## config.mk

```make
export PLATFORM = sky130hd
export DESIGN_NAME = pool_output_sequencer
export DESIGN_NICKNAME = d
export VERILOG_FILES = /design/src/rtl/pool_output_sequencer.sv
export SDC_FILE = /design/constraint.sdc
export NUM_CORES = 1
export LEC_CHECK = 0
export CORE_AREA = 2 2 64 66
export CTS_BUF_LIST = sky130_fd_sc_hd__clkbuf_4 sky130_fd_sc_hd__clkbuf_8
export CTS_CLUSTER_DIAMETER = 200
export DETAILED_ROUTE_END_ITERATION = 6
export DIE_AREA = 0 0 66 68
export GPL_TIMING_DRIVEN = 1
export PLACE_DENSITY = 0.76
export SLEW_MARGIN = 10
export SYNTH_ARGS = -nofsm -noshare
export SYNTH_HDL_FRONTEND = slang
export SYNTH_SLANG_ARGS = --single-unit
```

## constraint.sdc

```tcl
create_clock -name clk -period 5.25 [get_ports clk]
set_input_delay 0.525 -clock clk [delete_from_list [all_inputs] [get_ports clk]]
set_output_delay 0.525 -clock clk [all_outputs]
set_load 0.03 [all_outputs]
```

## src/rtl/pool_output_sequencer.sv

```systemverilog
// Pooled-output sequencer: paces the 8-bit max-pool stream into the
// output-SRAM packing writer. It inserts the one-cycle commit gap after
// every byte pair or odd final byte, and emits the address-reset code once
// the last matrix of a run has been written.
module pool_output_sequencer #(
  parameter int DATA_W = 8,
  parameter int CNT_W  = 12
) (
  input  logic              clk,
  input  logic              reset_b,
  input  logic              dut_run,
  output logic              dut_busy,
  input  logic              cfg_valid,
  input  logic [CNT_W-1:0]  cfg_count,
  input  logic              cfg_last,
  output logic              cfg_ready,
  input  logic              pool_valid,
  input  logic [DATA_W-1:0] pool_data,
  output logic              pool_ready,
  output logic [1:0]        wr_valid,
  output logic [DATA_W-1:0] wr_data,
  output logic              matrix_done,
  output logic              all_done
);

  typedef enum logic [2:0] {
    IDLE     = 3'd0,
    WAIT_CFG = 3'd1,
    STREAM   = 3'd2,
    GAP      = 3'd3,
    FLUSH    = 3'd4,
    DONE     = 3'd5
  } state_t;

  // Writer valid codes
  localparam logic [1:0] WV_NONE  = 2'd0;
  localparam logic [1:0] WV_BYTE  = 2'd1;
  localparam logic [1:0] WV_ODD   = 2'd2;
  localparam logic [1:0] WV_RESET = 2'd3;

  localparam logic [CNT_W-1:0] CNT_ZERO = '0;
  localparam logic [CNT_W-1:0] CNT_ONE  = CNT_W'(1);

  state_t              state_q;
  logic [CNT_W-1:0]    remaining_q;
  logic                pair_phase_q;   // 1 = next accepted byte completes a pair
  logic                last_q;         // latched cfg_last of the current matrix
  logic                busy_q;
  logic [1:0]          wr_valid_q;
  logic [DATA_W-1:0]   wr_data_q;
  logic                matrix_done_q;
  logic                all_done_q;

  logic                accept;
  logic                final_byte;

  // Handshake readies depend only on state, so the pooling stage sees
  // back-pressure in the same cycle the FSM enters GAP.
  always_comb begin
    cfg_ready  = (state_q == WAIT_CFG);
    pool_ready = (state_q == STREAM);
    accept     = pool_valid && (state_q == STREAM);
    final_byte = (remaining_q == CNT_ONE);
  end

  // Sequencer FSM with registered writer-side outputs.
  always_ff @(posedge clk or posedge reset_b) begin
    if (reset_b) begin
      state_q       <= IDLE;
      remaining_q   <= CNT_ZERO;
      pair_phase_q  <= 1'b0;
      last_q        <= 1'b0;
      busy_q        <= 1'b0;
      wr_valid_q    <= WV_NONE;
      wr_data_q     <= '0;
      matrix_done_q <= 1'b0;
      all_done_q    <= 1'b0;
    end else begin
      // Codes and pulses last one cycle unless re-asserted below.
      wr_valid_q    <= WV_NONE;
      matrix_done_q <= 1'b0;
      all_done_q    <= 1'b0;
      case (state_q)
        IDLE: begin
          if (dut_run) begin
            busy_q  <= 1'b1;
            state_q <= WAIT_CFG;
          end
        end
        WAIT_CFG: begin
          if (cfg_valid) begin
            remaining_q  <= cfg_count;
            last_q       <= cfg_last;
            pair_phase_q <= 1'b0;
            if (cfg_count == CNT_ZERO) begin
              // Empty matrix: nothing to write and no matrix_done.
              if (cfg_last) begin
                state_q <= FLUSH;
              end
            end else begin
              state_q <= STREAM;
            end
          end
        end
        STREAM: begin
          if (accept) begin
            wr_data_q    <= pool_data;
            // A lone trailing byte tells the writer to zero-pad the word.
            wr_valid_q   <= (final_byte && !pair_phase_q) ? WV_ODD : WV_BYTE;
            remaining_q  <= remaining_q - CNT_ONE;
            pair_phase_q <= ~pair_phase_q;
            if (pair_phase_q || final_byte) begin
              state_q <= GAP;
            end
          end
        end
        GAP: begin
          if (remaining_q == CNT_ZERO) begin
            matrix_done_q <= 1'b1;
            state_q       <= last_q ? FLUSH : WAIT_CFG;
          end else begin
            state_q <= STREAM;
          end
        end
        FLUSH: begin
          // Address-reset code and all_done both appear during DONE.
          wr_valid_q <= WV_RESET;
          all_done_q <= 1'b1;
          state_q    <= DONE;
        end
        DONE: begin
          busy_q  <= 1'b0;
          state_q <= IDLE;
        end
        default: begin
          state_q <= IDLE;
        end
      endcase
    end
  end

  assign dut_busy    = busy_q;
  assign wr_valid    = wr_valid_q;
  assign wr_data     = wr_data_q;
  assign matrix_done = matrix_done_q;
  assign all_done    = all_done_q;

endmodule

```

==> out/metrics.json <==
{
  "outcome": {
    "outcome": "finished, final reports clean"
  },
  "hold_path": {
    "hold-path-endpoint": "wr_data[2]",
    "timing.hold.worst_path_depth": 1,
    "timing.hold.worst.start": "wr_data[2]",
    "hold_path_class": "reg2reg"
  },
  "clock_tree": {
    "clock_latency_late_sink_ns": 0.28,
    "cts_buffers": 5,
    "tritoncts": "done",
    "number_of_post_cts_setup_repair_buffers": 0,
    "numClockSinks": 30,
    "cts_root_buffer": "clkbuf_8",
    "cts.clk_slew.worst_paths_ns": 0.06,
    "holdBufCountCts": 0,
    "ctsResizeCount": 0,
    "htree_levels": 2,
    "clk_path_buf_depth": 2
  },
  "floorplan": {
    "die_height_um": 68,
    "i_o_pins": 41,
    "rows": 23,
    "dieWidth_um": 66,
    "die_area_um2": 4488,
    "placeableCoreArea_um2": 3856,
    "initial_utilization_pct": 42.60
  },
  "sta": {
    "worst-slew-pin-transition_ns": 1.225,
    "clock_skew_ns": 0.004514,
    "final-setup-viol-count": 0,
    "hold_violations": 0,
    "grt_setup_unrepaired": "false",
    "drv_slew": 0,
    "max-slew-margin-rel_pct": 18.33,
    "ratio_of_final_minimum_period_to_clock_period_pct": 57.66,
    "final.setup.tns_ns": 0,
    "fin_crit_ns": 3.027,
    "maxClockFrequency_mhz": 330.3
  },
  "routing": {
    "drt-vias-per-instance": 5.622,
    "detailedRoute.firstPassIterationCount": 6,
    "first_iter_violations": 94,
    "drt-wirelength-per-cell_um": 14.01,
    "route.antenna.remaining_nets": 0,
    "detailroute.via_count": 1456,
    "totalWireLength_um": 3629,
    "drc_errors": 0
  },
  "worst_setup_path": {
    "worstSetupStartpointType": "flop",
    "reg2reg_setup_slack_ns": 2.93,
    "crit_path_top_delay_cell": "clkdlybuf4s50_1",
    "kind_of_critical_path": "reg2out",
    "worstPathArrival_ns": 2.50,
    "worst-path-max-fanout": 21,
    "worst_r2r_path_depth": 6,
    "timing.critical_path.to_type": "output port",
    "timing.critical_path.max_delay_family": "buffers and inverters",
    "timing.rr.end": "state_q[1]",
    "timing.critical_path.buf_inv": 2,
    "timing.critical_path.cells": "or3b_1 > inv_2 > clkdlybuf4s50_1",
    "required_ns": 4.72,
    "r2r-start": "remaining_q[0]",
    "cp_slowest_stage_delay_ns": 0.72
  },
  "finish": {
    "drive_above_1_share_pct": 8.134,
    "finalNonFillerCells": 259,
    "final.fill_count": 347,
    "antenna_cells_inserted": 0,
    "multi_input_comb_area_um2": 819.5,
    "post-route-util_pct": 56.26,
    "finalNetCount": 237,
    "register_area_um2": 750.7,
    "area.growth.synth_to_final_pct": 32.06
  },
  "global_routing": {
    "initial_antenna_violation_count": 0,
    "grt_remaining_overflow": 0,
    "grt_start_max_net_pins": 31,
    "globalRouteTotalUtil_pct": 18.44,
    "grt_pass1_wl_um": 6189,
    "grt_pass1_vias": 1335
  },
  "placement": {
    "gp_congestion": 0.9013,
    "detailedPlacementHpwl_um": 2625,
    "port_buffers": 40,
    "total_instance_count_after_detailed_placement": 251
  },
  "flow_run": {
    "drv_cap": 0
  },
  "logic_synthesis": {
    "synth_fp_nets": 199,
    "synth.lib_cells_used.distinct": 46,
    "avgSynthCellArea_um2": 9.664,
    "list_of_most_frequent_post_synthesis_cells": "30 x dfrtp_1, 11 x nand2_1, 10 x o21ai_0, 9 x clkbuf_1",
    "syn-cell-area_um2": 1643,
    "synth_top_area_share_pct": 45.70,
    "synth_seq_area_share_pct": 45.70,
    "yosys-top-cells-area": "dfrtp_1 46%, mux2_1 5.5%, o21ai_0 3.0%",
    "ys.warnings.count": 0,
    "synthesized_instance_count": 170,
    "ffs_latches_synth": 30,
    "synthDominantAreaCellType": "dfrtp_1",
    "number_of_synthesized_flops_with_an_enable_pin": 0,
    "top_reg_cell_synth": "dfrtp_1",
    "most_common_cell_in_the_netlist": "dfrtp_1",
    "async_flop_share_pct": 100.0
  },
  "power_and_ir_drop": {
    "power_density_nw_per_um2": 486.0,
    "vdd_ir_drop_max_mv": 0.2832,
    "leakagePower_nw": 0.8913
  }
}
worst register-to-register path: stages, from the launching register on:
cell and delay, ns:
dfrtp_1 0.39, inv_1 0.15, ha_1 0.16, or4b_2 0.64, or4_4 0.45, a22o_1 0.24
o22a_1 0.18
registers in the layout, summed over array words and instances, names as in the netlist, 2 cells and up:
signal / cells
wr_valid: 2
remaining_q: 12
wr_data: 8
state_q: 3
how the worst max path moves through the flow:
stage,to,cells past startpoint,from,slack (ns)
CTS,pool_ready,3,state_q[0],2.22
global placement,pool_ready,3,state_q[0],2.56
finish,pool_ready,3,state_q[0],2.22
detailed placement,pool_ready,3,state_q[0],2.53
global route,pool_ready,3,state_q[0],2.06
floorplan,state_q[1],6,remaining_q[0],3.08
report_power, final:
part | switching [mW] | internal, mW | leakage, nW | total [mW]
Sequential | 0.0687 | 0.319 | 0.363 | 0.388
Clock | 0.0819 | 0.111 | 0.0517 | 0.192
Combinational | 0.269 | 0.205 | 0.476 | 0.474
per-layer routing:
layer / share of wire, % / GRT usage, % / vias up
met2: 47 / 29.29 / 66
met1: 43 / 23.90 / 668
met4: 2.3 / 9.439 / 0
met5: 0 / 0 / -
li1: - / - / 713
met3: 8.0 / 3.947 / 9
area by class of cell:
cell class                 count  area share, %
clock buffer                   7          4.152
clock inverter                 1         0.2307
inverter                       9          1.557
multi-input combinational    121          37.77
sequential                    30          34.60
tap                           50          2.884
timing repair buffer          41          18.80
per-stage QoR:
step / worst slack, ns / area (um^2) / hold slack, ns / total power, mW
after floorplan: 3.085 / 1643 / 0.4672 / 0.7112
after global placement: 2.561 / 2074 / 0.4680 / 0.8563
after detailed placement: 2.529 / 2074 / 0.4753 / 0.8634
after CTS: 2.219 / 2170 / 0.4890 / 1.060
after global routing: 2.061 / 2170 / 0.4980 / 1.140
final: 2.223 / 2170 / 0.4827 / 1.054
placed cells by master, fill, tap and decap left out, types with 3 or more instances in the layout:
| cell | instances |
|---|---|
| a21oi_1 | 8 |
| o21ai_0 | 10 |
| mux2_1 | 8 |
| nand3_1 | 5 |
| o21a_1 | 3 |
| o2bb2ai_1 | 4 |
| clkdlybuf4s50_1 | 40 |
| nor4_1 | 5 |
| inv_1 | 8 |
| dfrtp_1 | 30 |
| a22oi_1 | 5 |
| clkbuf_8 | 6 |
| nor2_1 | 8 |
| or4_1 | 3 |
| ha_1 | 3 |
| nand2_1 | 11 |
| nor3_1 | 5 |
| nand2b_1 | 3 |
| o21ai_1 | 4 |
cell families after synthesis:
| logic type | after synthesis | share of synthesized area (%) |
|---|---|---|
| buf+inv | 19 | 4.417 |
| fa+ha+maj | 3 | 2.285 |
| mux | 11 | 7.388 |
| compound gates | 52 | 21.33 |
| simple gates | 55 | 18.89 |
| flops | 30 | 45.70 |
No activity file was read; power rests on OpenSTA's default activity.
